### src/rtl/div_request_ctrl.sv
// Request/response front end for an iterative unsigned divider.
// Handles sign fix-up and the zero-divisor and overflow fast paths, so the divider only ever sees magnitudes.
module div_request_ctrl #(
  parameter int SIZE = 32
) (
  input  logic            clk,
  input  logic            reset,
  input  logic            req_valid,
  output logic            req_ready,
  input  logic [1:0]      req_op,
  input  logic [SIZE-1:0] req_a,
  input  logic [SIZE-1:0] req_b,
  output logic            resp_valid,
  input  logic            resp_ready,
  output logic [SIZE-1:0] resp_data,
  output logic            div_start,
  input  logic            div_ready,
  input  logic            div_valid,
  input  logic            div_error,
  output logic [SIZE-1:0] div_dividend,
  output logic [SIZE-1:0] div_divisor,
  input  logic [SIZE-1:0] div_quotient,
  input  logic [SIZE-1:0] div_remainder
);

  typedef enum logic [1:0] {
    IDLE  = 2'd0,
    ISSUE = 2'd1,
    WAIT  = 2'd2,
    RESP  = 2'd3
  } state_t;

  localparam logic [SIZE-1:0] ZERO_VAL = {SIZE{1'b0}};
  localparam logic [SIZE-1:0] ONE_VAL  = {{(SIZE-1){1'b0}}, 1'b1};
  localparam logic [SIZE-1:0] ONES_VAL = {SIZE{1'b1}};
  localparam logic [SIZE-1:0] MIN_VAL  = {1'b1, {(SIZE-1){1'b0}}};

  // Two's-complement negate when neg is set; the most negative value maps to itself.
  function automatic logic [SIZE-1:0] cond_neg(input logic [SIZE-1:0] v, input logic neg);
    return neg ? (~v + ONE_VAL) : v;
  endfunction

  state_t          state_r, state_s;
  logic            is_rem_r;
  logic            sign_a_r, sign_b_r;
  logic [SIZE-1:0] mag_a_r, mag_b_r;
  logic [SIZE-1:0] resp_data_r;

  logic            accept_s, signed_s, sign_a_s, sign_b_s;
  logic            zero_div_s, ovf_s, fast_s;
  logic [SIZE-1:0] fast_data_s, div_result_s;
  logic            unused_div_error_s;

  assign unused_div_error_s = div_error;

  assign accept_s   = req_valid && (state_r == IDLE);
  assign signed_s   = ~req_op[0];
  assign sign_a_s   = signed_s & req_a[SIZE-1];
  assign sign_b_s   = signed_s & req_b[SIZE-1];
  assign zero_div_s = (req_b == ZERO_VAL);
  assign ovf_s      = signed_s && (req_a == MIN_VAL) && (req_b == ONES_VAL);
  assign fast_s     = zero_div_s || ovf_s;

  // Fast-path answers: x/0 is all ones and x%0 is x; MIN/-1 is MIN with remainder 0.
  always_comb begin
    fast_data_s = ZERO_VAL;
    if (zero_div_s) begin
      fast_data_s = req_op[1] ? req_a : ONES_VAL;
    end else begin
      fast_data_s = req_op[1] ? ZERO_VAL : MIN_VAL;
    end
  end

  // Quotient sign is the XOR of operand signs; remainder follows the dividend.
  always_comb begin
    div_result_s = ZERO_VAL;
    if (is_rem_r) begin
      div_result_s = cond_neg(div_remainder, sign_a_r);
    end else begin
      div_result_s = cond_neg(div_quotient, sign_a_r ^ sign_b_r);
    end
  end

  // State register.
  always_ff @(posedge clk) begin
    if (reset) begin
      state_r <= IDLE;
    end else begin
      state_r <= state_s;
    end
  end

  // Next-state logic.
  always_comb begin
    state_s = state_r;
    case (state_r)
      IDLE: begin
        if (req_valid) begin
          state_s = fast_s ? RESP : ISSUE;
        end else begin
          state_s = IDLE;
        end
      end
      ISSUE: begin
        if (div_ready) begin
          state_s = WAIT;
        end else begin
          state_s = ISSUE;
        end
      end
      WAIT: begin
        if (div_valid) begin
          state_s = RESP;
        end else begin
          state_s = WAIT;
        end
      end
      RESP: begin
        if (resp_ready) begin
          state_s = IDLE;
        end else begin
          state_s = RESP;
        end
      end
      default: state_s = IDLE;
    endcase
  end

  // Operand capture on accept and result capture on fast path or divider completion.
  always_ff @(posedge clk) begin
    if (reset) begin
      is_rem_r    <= 1'b0;
      sign_a_r    <= 1'b0;
      sign_b_r    <= 1'b0;
      mag_a_r     <= ZERO_VAL;
      mag_b_r     <= ZERO_VAL;
      resp_data_r <= ZERO_VAL;
    end else if (accept_s) begin
      is_rem_r <= req_op[1];
      sign_a_r <= sign_a_s;
      sign_b_r <= sign_b_s;
      mag_a_r  <= cond_neg(req_a, sign_a_s);
      mag_b_r  <= cond_neg(req_b, sign_b_s);
      if (fast_s) begin
        resp_data_r <= fast_data_s;
      end
    end else if ((state_r == WAIT) && div_valid) begin
      resp_data_r <= div_result_s;
    end
  end

  assign req_ready    = (state_r == IDLE);
  assign div_start    = (state_r == ISSUE);
  assign resp_valid   = (state_r == RESP);
  assign resp_data    = resp_data_r;
  assign div_dividend = mag_a_r;
  assign div_divisor  = mag_b_r;

endmodule

### config.mk
export PLATFORM = sky130hd
export DESIGN_NAME = div_request_ctrl
export DESIGN_NICKNAME = d
export VERILOG_FILES = /design/src/rtl/div_request_ctrl.sv
export SDC_FILE = /design/constraint.sdc
export NUM_CORES = 1
export LEC_CHECK = 0
export CORE_MARGIN = 2
export CORE_UTILIZATION = 25
export DETAILED_ROUTE_END_ITERATION = 10
export GPL_TIMING_DRIVEN = 1
export PLACE_DENSITY_LB_ADDON = 0.12
export SYNTH_ARGS = -nofsm -noshare
export SYNTH_HDL_FRONTEND = slang
export SYNTH_SLANG_ARGS = --single-unit
### constraint.sdc
create_clock -name clk -period 4.63 [get_ports clk]
set_input_delay 0.926 -clock clk [delete_from_list [all_inputs] [get_ports clk]]
set_output_delay 0.926 -clock clk [all_outputs]
set_load 0.01 [all_outputs]
# Yosys cells after proc, flatten, opt, wreduce, memory -nomap -nowiden
# Cells that the tools add are included.
# classes
n_addsub	4
eq_ne	6
muxes	17
bitwise	8
n_reduce_logical	9
# op_table
op	count
$mux W32	11
$add A32 B1 Y32 const B	4
$not A32 Y32	4
$eq A32 B32 Y1 const B	2
$logic_not A32 Y1	1
$mux W2	4
$pmux W2 S4	1
$eq A2 B2 Y1 const B	2
$logic_and A1 B1 Y1	4
$and A1 B1 Y1	2
$eq A2 B1 Y1 const B	1
$logic_not A2 Y1	1
$ne A2 B1 Y1 const B	1
$reduce_and A2 Y1	1
$reduce_bool A2 Y1	1
$logic_or A1 B1 Y1	1
$mux W1	1
$not A1 Y1	1
$xor A1 B1 Y1	1
# totals
register_bits	101
inputBits	137
wordCells	51

# Logic depth before layout (Yosys ltp)
# Gate-level depths: netlist of the first run.
# depth
word_depth	7
ltp_mapped	11
depth_no_buf	9

# Worst setup path before layout of the first run
# No wires, ideal clock.
# synth_timing
kind	input-to-reg
startpoint	in div_quotient[22]
endpoint	reg resp_data_r[31], in the netlist resp_data[31]
setup_ps	70
arrival_ps	3056
t_required_ps	4560
setup_slack_ps	1503
cell_stages	7
path_cell_list	or4_1 nor4_1 a41oi_1 xnor2_1 a22o_1 or4_1 a21oi_1
# synth_via
elab_chain_len	6
# synth_lines
element	line_no	rtl
start: declaration	22	input logic [SIZE-1:0] div_quotient,
$not A32 Y32	40	return neg ? (~v + ONE_VAL) : v;
$add A32 B1 Y32	40	
$mux W32	40	
$mux W32	77	if (is_rem_r) begin
$mux W32	147	end else if ((state_r == WAIT) && div_valid) begin
$mux W32	138	end else if (accept_s) begin
end signal: assignment	145	resp_data_r <= fast_data_s;
end signal: assignment	148	resp_data_r <= div_result_s;
end: declaration	47	logic [SIZE-1:0] resp_data_r;
# No other way between the ends. The select of a mux whose other input is x is not followed.
# A chain may end at the register's enable or synchronous reset.

# Worst setup path in the final report of the first run
# layout_timing
startpoint	in req_a[0]
endpoint	reg resp_data_r[18], in the netlist resp_data[18]
# layout_via
elab_chain_len	6
# layout_lines
element	line_no	rtl
start: declaration	11	input logic [SIZE-1:0] req_a,
$eq A32 B32 Y1	61	assign ovf_s = signed_s && (req_a == MIN_VAL) && (req_b == ONES_VAL);
$logic_and A1 B1 Y1 (2 in a row)	61	
$logic_or A1 B1 Y1	62	assign fast_s = zero_div_s || ovf_s;
$ne A2 B1 Y1 (no line)	--	
$reduce_and A2 Y1 (no line)	--	
# No other way between the ends.

==> summary.md, run 1 <==
| Metric | Value |
|---|---|
| Maximum clock path buffer count | 2 |
| Ys async rst share | 0 |
| Leakage | 0.003229 uW |
| Worst-Margin Slew | 1.030 ns |
| Postcts setup bufs | 0 |
| Final-stage net count | 1,244 |
| Setup TNS | 0 ns |
| Routability Congestion | 0.8308 |
| Finished Layout Cells | 1,486 |
| Avg WL per Cell | 18.38 um |
| Number of enable flip-flop cells after synthesis | 0 |
| Post-route DRC | 0 |
| Grt ovf | 0 |
| Clock H-tree levels | 3 |
| DP HPWL | 21.54 mm |
| CTS tree | built |
| Hold slack | 0.4603 ns |
| Final Skew | 0.007631 ns |
| CP Launch Point | req_a[0] |
| Die area | 29,130 um^2 |
| RR Startpoint | state_r[0] |
| Final Hold Vio Count | 0 |
| CP max-delay cell | or4_1 |
| Io pins | 236 |
| FMAX | 0.2640 GHz |
| Vias in the first global route | 6,778 |
| Largest delay share family, worst path | simple AND/OR/NAND/NOR gates |
| Clock latency on the worst-skew pair | 0.35 ns |
| CP bufs+invs | 2 |
| PnR Total Power | 2627 uW |
| Worst-path cell chain | clkdlybuf4s50_1, inv_1, ha_1, nor3b_1, nand4_2, or3_4, o31ai_4, nor2_2, or4_1, a21oi_1 |
| TritonCTS Sinks | 101 |
| Drt via density | 4.944 |
| Arr. time, crit path | 4.07 ns |
| Post-synthesis register bit count | 101 |
| VDD IR max | 171.7 uV |
| Chip height | 170.7 um |
| Row Count | 61 |
| Crit Path Max Fanout | 26 |
| Top_reg_cell synth | dfxtp_1 |
| Hold Buf Count CTS | 0 |
| Class of the worst hold path | flip-flop to flip-flop |
| Synth warnings | 0 |
| Mean area per synthesized cell | 7.707 um^2 |
| Cell count after synthesis | 901 |
| PD cells | 263.1 nW/um^2 |
| DIE WIDTH | 170.7 um |
| Post-synthesis instance area | 6944 um^2 |
| Max Cap Violations | 0 |
| RSZ-0062 raised after global routing | no |
| Area grow syn2layout | 43.78% |
| Hold_sp | resp_data[17] |
| Kind of critical path | input pin to flip-flop |
| Total number of vias | 7,347 |
| Clock root cell | clkbuf_16 |
| Port bufs | 234 |
| Total iterations of the first detailed-routing run | 5 |
| Share of cells above drive strength 1 | 0.05330 |
| Resized cells post-CTS | 0 |
| CTS buffer count | 9 |
| Largest net degree at the start of global routing | 137 |
| Seq/Total Area, Yosys | 0.2912 |
| Net Count, Synth | 1,043 |
| Placed cell count | 1,469 |
| Antenna-violating nets left | 0 |
| Initial antenna violation count | 2 |
| Status | finished, final reports clean |
| Core area | 27,550 um^2 |
| Setup violators final | 0 |
| GR Util All Layers | 0.1816 |
| Clock-pin slew on the worst setup and hold paths | 0.07 ns |
| Final period util | 0.8180 |
| Final min period | 3.787 ns |
| Drt total wl | 27.32 mm |
| Startpoint Class | input pin |
| Filler instances | 2,917 |
| Synth cell types | 59 |
| First-pass GRT wire length | 40.57 mm |
| Drt first-iter violations | 596 |
| Starting Density | 0.2520 |
| CP Data Required Time | 4.91 ns |
| Critical Path Sink Type | flip-flop |
| Relative slew slack | 0.3127 |
| CP peak stage delay | 0.58 ns |
| Final Max Tran Viols | 0 |
==> kinds of logic after synthesis <==
group                      count (synthesis)  share of synthesized area
muxes                                      4                   0.005766
DFF                                      101                     0.2912
buffers and inverters                     77                    0.04360
xor gates and xnor gates                 106                     0.1337
AOI/OAI and AO/OA                        267                     0.2618
adders and majority gates                  5                   0.009009
and+or+nand+nor                          341                     0.2550
==> report_power, final <==
part	leakage, uW	switching [uW]	total [uW]	internal (uW)
combinational	0.00224	419	808	389
sequential	0.000830	41.4	980	939
clock	0.000158	361	839	478
==> worst reg2reg max path, delay by kind of cell (launching register included) <==
family | cells | cell delay, ns
AND/OR/NAND/NOR | 5 | 1.79
AO/OA/AOI/OAI | 2 | 0.57
flip-flops | 1 | 0.38
==> layout by cell type, fill, tap and decap left out, drive strengths merged, types with 11 or more instances in the layout <==
cell type | synthesis | layout
a311oi | 20 | 20
or3 | 16 | 16
nor4 | 24 | 24
xor2 | 51 | 51
dfxtp | 101 | 101
nand2 | 58 | 58
inv | 16 | 18
a21oi | 48 | 48
nand3 | 12 | 12
nor3 | 27 | 27
xnor2 | 55 | 55
buf | 15 | 18
o21ai | 58 | 58
a211oi | 60 | 60
or4 | 14 | 14
clkdlybuf4s50 | 0 | 233
nand2b | 12 | 12
nor2 | 132 | 132
o31ai | 17 | 17
o41ai | 16 | 16
nand4 | 11 | 11
a31oi | 12 | 12
==> layer usage <==
metal / global-route usage / wire [um]
met1: 0.2620 / 13360
met2: 0.2841 / 12200
met3: 0.02730 / 1397
met4: 0.04088 / 345
met5: 0 / 12
==> synthesized netlist by cell type, drive strengths merged, types with 5 or more instances <==
library cell | n | area, um^2
a211oi | 60 | 450.4
a21oi | 48 | 240.2
a221oi | 5 | 56.31
a311oi | 20 | 175.2
a31oi | 12 | 75.07
buf | 15 | 70.06
clkbuf | 46 | 172.7
dfxtp | 101 | 2022
ha | 5 | 62.56
inv | 16 | 60.06
nand2 | 58 | 217.7
nand2b | 12 | 75.07
nand3 | 12 | 65.06
nand3b | 8 | 60.06
nand4 | 11 | 75.07
nor2 | 132 | 500.5
nor2b | 6 | 37.54
nor3 | 27 | 135.1
nor3b | 5 | 37.54
nor4 | 24 | 235.2
o211ai | 8 | 60.06
o21ai | 58 | 290.3
o221ai | 8 | 70.07
o31ai | 17 | 141.4
o41ai | 16 | 140.1
or3 | 16 | 105.1
or4 | 14 | 108.9
xnor2 | 55 | 481.7
xor2 | 51 | 446.7
==> worst paths after layout <==
check / endpoint / slack [ns] / depth (start not counted)
max: resp_data[18] / 0.84 / 10
min: resp_data[17] / 0.46 / 2
max reg2reg: resp_data[18] / 1.83 / 7
min reg2reg: resp_data[17] / 0.46 / 2
==> area by class of cell <==
cell class | count | area [um^2] | share of cell area
antenna | 1 | 2.502 | 0.0002506
clock buffer | 9 | 225.2 | 0.02256
clock inverter | 7 | 97.59 | 0.009774
inverter | 16 | 60.06 | 0.006015
multi-input combinational | 723 | 4624 | 0.4632
sequential | 101 | 2022 | 0.2025
tap | 378 | 473.0 | 0.04737
timing repair buffer | 251 | 2480 | 0.2484
==> sequential cells by signal, indices dropped and copies added (netlist names) <==
register / count
is_rem_r: 1
resp_data: 32
state_r: 2
div_dividend: 32
sign_a_r: 1
div_divisor: 32
sign_b_r: 1
==> metrics by stage <==
step | area (um^2) | setup WS, ns | utilization
floorplan | 6944 | 1.503 | -
global placement | 9659 | 0.5186 | 0.3506
detailed placement | 9659 | 0.4719 | 0.3506
CTS | 9982 | 0.8250 | 0.3623
global route | 9985 | 0.5992 | 0.3624
finish | 9985 | 0.8427 | 0.3624
Power figures use the tool's default switching activity.
==> run 2: changes to the inputs <==
- clock period: 4.63 -> 3.3 ns (I/O delays scaled with it)
==> run 2 against run 1 <==
Compared with the run above:
- global-route usage rose by 0.84 points
- count of clock-buffer cells in the layout rose by 1
- register-to-register slack got worse by 1.1 ns
- combinational power rose by 53%
- worst setup slack got worse by 0.62 ns
- worst hold slack improved by 0.00052 ns
- critical path type unchanged
- routed wire length rose by 4.0%
- clock power rose by 50%
==> summary.md, run 2 (synthesized netlist as in run 1, its figures left out) <==
| Metric | Value |
|---|---|
| Area grow syn2layout | 58.43% |
| CP Data Required Time | 3.58 ns |
| Clock H-tree levels | 3 |
| Core area | 27,550 um^2 |
| Final-stage net count | 1,374 |
| Routability Congestion | 0.9067 |
| CP max-delay cell | or4_1 |
| Final period util | 0.9336 |
| Commonest non-fill, non-tap cell in the layout | clkdlybuf4s50_1 |
| Postcts setup bufs | 0 |
| CP peak stage delay | 0.61 ns |
| Worst-Margin Slew | 0.8210 ns |
| Setup TNS | 0 ns |
| Kind of critical path | input pin to flip-flop |
| Total iterations of the first detailed-routing run | 5 |
| Clk network pwr share | 0.326 |
| Drt via density | 4.901 |
| Class of the worst hold path | flip-flop to flip-flop |
| Clock-pin slew on the worst setup and hold paths | 0.07 ns |
| Initial antenna violation count | 1 |
| Leakage | 0.003872 uW |
| Final min period | 3.081 ns |
| CTS buffer count | 9 |
| Diode count | 0 |
| Hold_sp | div_dividend[31] |
| Hold Buf Count CTS | 0 |
| Share of cells above drive strength 1 | 0.1528 |
| Gate power share | 0.319 |
| Antenna-violating nets left | 0 |
| Clock latency on the worst-skew pair | 0.35 ns |
| Grt ovf | 0 |
| Avg WL per Cell | 17.59 um |
| Row Count | 61 |
| CP bufs+invs | 2 |
| RR Startpoint | state_r[0] |
| Startpoint Class | input pin |
| Maximum clock path buffer count | 2 |
| DP HPWL | 23.05 mm |
| GR Util All Layers | 0.1901 |
| Status | finished, final reports clean |
| PnR Total Power | 3875 uW |
| TritonCTS Sinks | 101 |
| Switching share of power | 0.2999 |
| Relative slew slack | 0.4527 |
| Most used cells in the layout excluding fill and tap cells | clkdlybuf4s50_1 (233), buf_4 (146), nor2_1 (130) |
| Starting Density | 0.2520 |
| Cell mode on critical path | or4_1 |
| Total number of vias | 7,915 |
| FMAX | 0.3246 GHz |
| Max Cap Violations | 0 |
| Flop pwr share | 0.355 |
| Worst-path cell chain | clkdlybuf4s50_1, or4_1, nor4_4, buf_4, nor2_2, a221oi_2, o21ai_0, or4_1, a21oi_1 |
| Die area | 29,130 um^2 |
| Pre-CTS setup slack | -0.1361 ns |
| Setup violators final | 0 |
| Post-route DRC | 0 |
| PD cells | 352.2 nW/um^2 |
| Largest net degree at the start of global routing | 120 |
| Chip height | 170.7 um |
| Final Max Tran Viols | 0 |
| Final setup margin | 0.2192 ns |
| P_sw | 1162 uW |
| Largest delay share family, worst path | simple AND/OR/NAND/NOR gates |
| Resized cells post-CTS | 0 |
| Clock root cell | clkbuf_16 |
| Io pins | 236 |
| Int Power | 2713 uW |
| DIE WIDTH | 170.7 um |
| Final Skew | 0.008297 ns |
| CP Launch Point | div_quotient[1] |
| First-pass GRT wire length | 42.44 mm |
| Drt total wl | 28.41 mm |
| CTS tree | built |
| Drt first-iter violations | 583 |
| Critical Path Sink Type | flip-flop |
| Vias in the first global route | 7,177 |
| Final Hold Vio Count | 0 |
| Arr. time, crit path | 3.37 ns |
| Crit Path Max Fanout | 4 |
| RSZ-0062 raised after global routing | no |
| Port bufs | 234 |
| VDD IR max | 253.0 uV |
## run 2: cell types whose count changed in the layout (fill, tap and decap cells not counted)
cell | before | now
buf_12 | 1 | 2
buf_4 | 17 | 146
bufinv_16 | 2 | 3
clkbuf_8 | 0 | 1
clkinv_2 | 2 | 0
diode_2 | 1 | 0
inv_6 | 1 | 2
inv_8 | 1 | 0
## run 2: per-stage QoR
step	cells	hold slack (ns)	instance area, um^2	util
CTS	1615	0.4649	11000	0.3993
global placement	1599	0.4446	10650	0.3864
detailed placement	1599	0.4538	10650	0.3864
floorplan	901	0.4727	6944	-
finish	1615	0.4608	11000	0.3993
global route	1615	0.4762	11000	0.3993
## run 2: path summary, 6_finish.rpt
path	slack (ns)	endpoint	depth (start not counted)
worst min-delay path	0.46	div_dividend[31]	2
worst max-delay path	0.22	resp_data[17]	9
worst max register to register	0.76	resp_data[31]	7
worst min register to register	0.46	div_dividend[31]	2
## run 2: worst min-delay path, delay by kind of cell, from the launching register on
family,cells,cell delay (ns)
and+or+nand+nor,1,0.05
AOI/OAI and AO/OA,1,0.05
DFF,1,0.31
## run 2: cell type report
class	count	area (um^2)
inverter	16	60.06
fill	2884	16550
clock inverter	6	115.1
clock buffer	10	239.0
timing repair buffer	381	3468
multi-input combinational	723	4624
tap	378	473.0
sequential	101	2022
## run 2: per-layer routing
layer	vias to the layer above	global-route usage	wire length (um)
met5	-	0	12
met4	2	0.03605	276
met3	13	0.02614	1521
met2	226	0.2954	12740
met1	3664	0.2797	13860
li1	4010	-	-
## run 2: power groups by stage
stage | Clock, uW | Sequential [uW] | Combinational (uW)
floorplan | 0 | 1440 | 501
global placement | 0 | 1400 | 1240
detailed placement | 0 | 1410 | 1240
CTS | 1300 | 1380 | 1240
global route | 1350 | 1390 | 1340
finish | 1260 | 1380 | 1240
==> run 3: changes to the inputs <==
- CORE_ASPECT_RATIO: not set -> 1.1
==> run 3 against run 2 <==
Compared with the run above:
- count of clock-buffer cells in the layout rose by 3
- design area fell by 0.64%
- critical path type unchanged
- first-iteration DRC count fell by 9.8%
- global-route usage fell by 0.16 points
- clock skew fell by 0.0025 ns
- clock power fell by 18%
- highest routed layer is now met4
- register-to-register slack improved by 0.02 ns
- power fell by 6.0%
- via count fell by 0.29%
- fmax rose by 0.73%
==> summary.md, run 3 (synthesized netlist as in run 1, its figures left out) <==
| Metric | Value |
|---|---|
| PnR Total Power | 3641 uW |
| Die area | 29,130 um^2 |
| Total iterations of the first detailed-routing run | 5 |
| TritonCTS Sinks | 101 |
| Worst-Margin Slew | 0.8133 ns |
| Io pins | 236 |
| Avg WL per Cell | 17.56 um |
| Status | finished, final reports clean |
| GR Util All Layers | 0.1885 |
| Initial antenna violation count | 0 |
| Clock root cell | clkbuf_16 |
| Min-Delay Endpoint | div_divisor[0] |
| CP bufs+invs | 2 |
| Share of cells above drive strength 1 | 0.1532 |
| CP Data Required Time | 3.58 ns |
| FF-to-FF path depth | 7 |
| Arr. time, crit path | 3.34 ns |
| Critical Path Sink Type | flip-flop |
| Final Util | 0.3968 |
| Grt ovf | 0 |
| Largest delay share family, worst path | simple AND/OR/NAND/NOR gates |
| VDD IR max | 258.5 uV |
| Setup TNS | 0 ns |
| RSZ-0062 raised after global routing | no |
| Reg2reg end | resp_data[31] |
| Final min period | 3.059 ns |
| DIE WIDTH | 162.9 um |
| CTS buffer count | 9 |
| Worst-path cell chain | clkdlybuf4s50_1, inv_1, ha_1, nor4b_1, nand4_1, or4_1, o31ai_4, nor2_2, or4_1, a21oi_1 |
| RR Startpoint | state_r[0] |
| Worst hold stages | 2 |
| Drt total wl | 28.15 mm |
| Final setup margin | 0.2414 ns |
| Chip height | 178.8 um |
| Total number of vias | 7,892 |
| CP Launch Point | req_b[0] |
| Final Skew | 0.005784 ns |
| PD cells | 333.1 nW/um^2 |
| Reg2Reg Setup Slack | 0.78 ns |
| Hold_sp | div_divisor[0] |
| Routability Congestion | 0.8300 |
| Cell mode on critical path | or4_1 |
| Row Count | 64 |
| Kind of critical path | input pin to flip-flop |
| Post-DP Area | 10,650 um^2 |
| Crit Path Max Fanout | 9 |
| Area grow syn2layout | 57.42% |
| Relative slew slack | 0.4578 |
| Maximum clock path buffer count | 2 |
| Drt via density | 4.923 |
| Vias in the first global route | 7,267 |
| Largest net degree at the start of global routing | 103 |
| Starting Density | 0.2521 |
| Post-route DRC | 0 |
| Most used cells in the layout excluding fill and tap cells | clkdlybuf4s50_1 (233), buf_4 (149), nor2_1 (130) |
| Antenna-violating nets left | 0 |
| Leakage | 0.003849 uW |
| Port bufs | 234 |
| Setup violators final | 0 |
| Clock H-tree levels | 3 |
| Clock latency on the worst-skew pair | 0.36 ns |
| Final-stage net count | 1,377 |
| Pre-CTS setup slack | -0.1437 ns |
| Final Max Tran Viols | 0 |
| DP HPWL | 22.82 mm |
| Fin area | 10,930 um^2 |
| Hold Buf Count CTS | 0 |
| Diode count | 0 |
| First-pass GRT wire length | 42.17 mm |
| Commonest non-fill, non-tap cell in the layout | clkdlybuf4s50_1 |
| Resized cells post-CTS | 0 |
| Max Cap Violations | 0 |
| CTS tree | built |
| Class of the worst hold path | flip-flop to flip-flop |
| Final Hold Vio Count | 0 |
| Drt first-iter violations | 526 |
| CP peak stage delay | 0.57 ns |
| FMAX | 0.3269 GHz |
| Postcts setup bufs | 0 |
| Clock-pin slew on the worst setup and hold paths | 0.07 ns |
| Final period util | 0.9269 |
| Core area | 27,550 um^2 |
| CP max-delay cell | or4_1 |
| Startpoint Class | input pin |
## run 3: worst min-delay path, stage by stage, from the launching register on
cell and delay [ns]:
dfxtp_1 0.31, nand2_1 0.05, a21oi_1 0.06
## run 3: area by class of cell
cell class                 instances  area (um^2)
clock buffer                      13        260.3
clock inverter                     3        20.02
fill                            2908        16610
inverter                          16        60.06
multi-input combinational        723         4624
sequential                       101         2022
tap                              363        454.2
timing repair buffer             384         3491
## run 3: worst max-delay path by stage
stage	end	slack [ns]	cells past startpoint
after floorplan	resp_data[31]	0.44	7
after global placement	resp_data[17]	-0.13	10
after detailed placement	resp_data[18]	-0.14	10
after CTS	resp_data[18]	0.23	10
after global routing	resp_data[18]	0.003	10
final	resp_data[31]	0.24	10
## run 3: metrics by stage
stage | hold WS, ns | cells
final | 0.4625 | 1603
after detailed placement | 0.4532 | 1587
after global placement | 0.4451 | 1587
after global routing | 0.4821 | 1603
after CTS | 0.4637 | 1603
after floorplan | 0.4727 | 901
## run 3: metal layers
layer | global-route usage | wire length [um] | up-vias
met3 | 0.02429 | 1427 | 21
met4 | 0.05236 | 488 | 0
li1 | - | - | 4001
met5 | 0 | 0 | -
met2 | 0.3019 | 12890 | 228
met1 | 0.2653 | 13340 | 3642
## run 3: power breakdown
| part | total (uW) | internal [uW] | switching [uW] |
|---|---|---|---|
| registers | 1380 | 1320 | 61.2 |
| clock network | 1030 | 553 | 476 |
| logic | 1230 | 624 | 608 |
| total | 3640 | 2500 | 1150 |
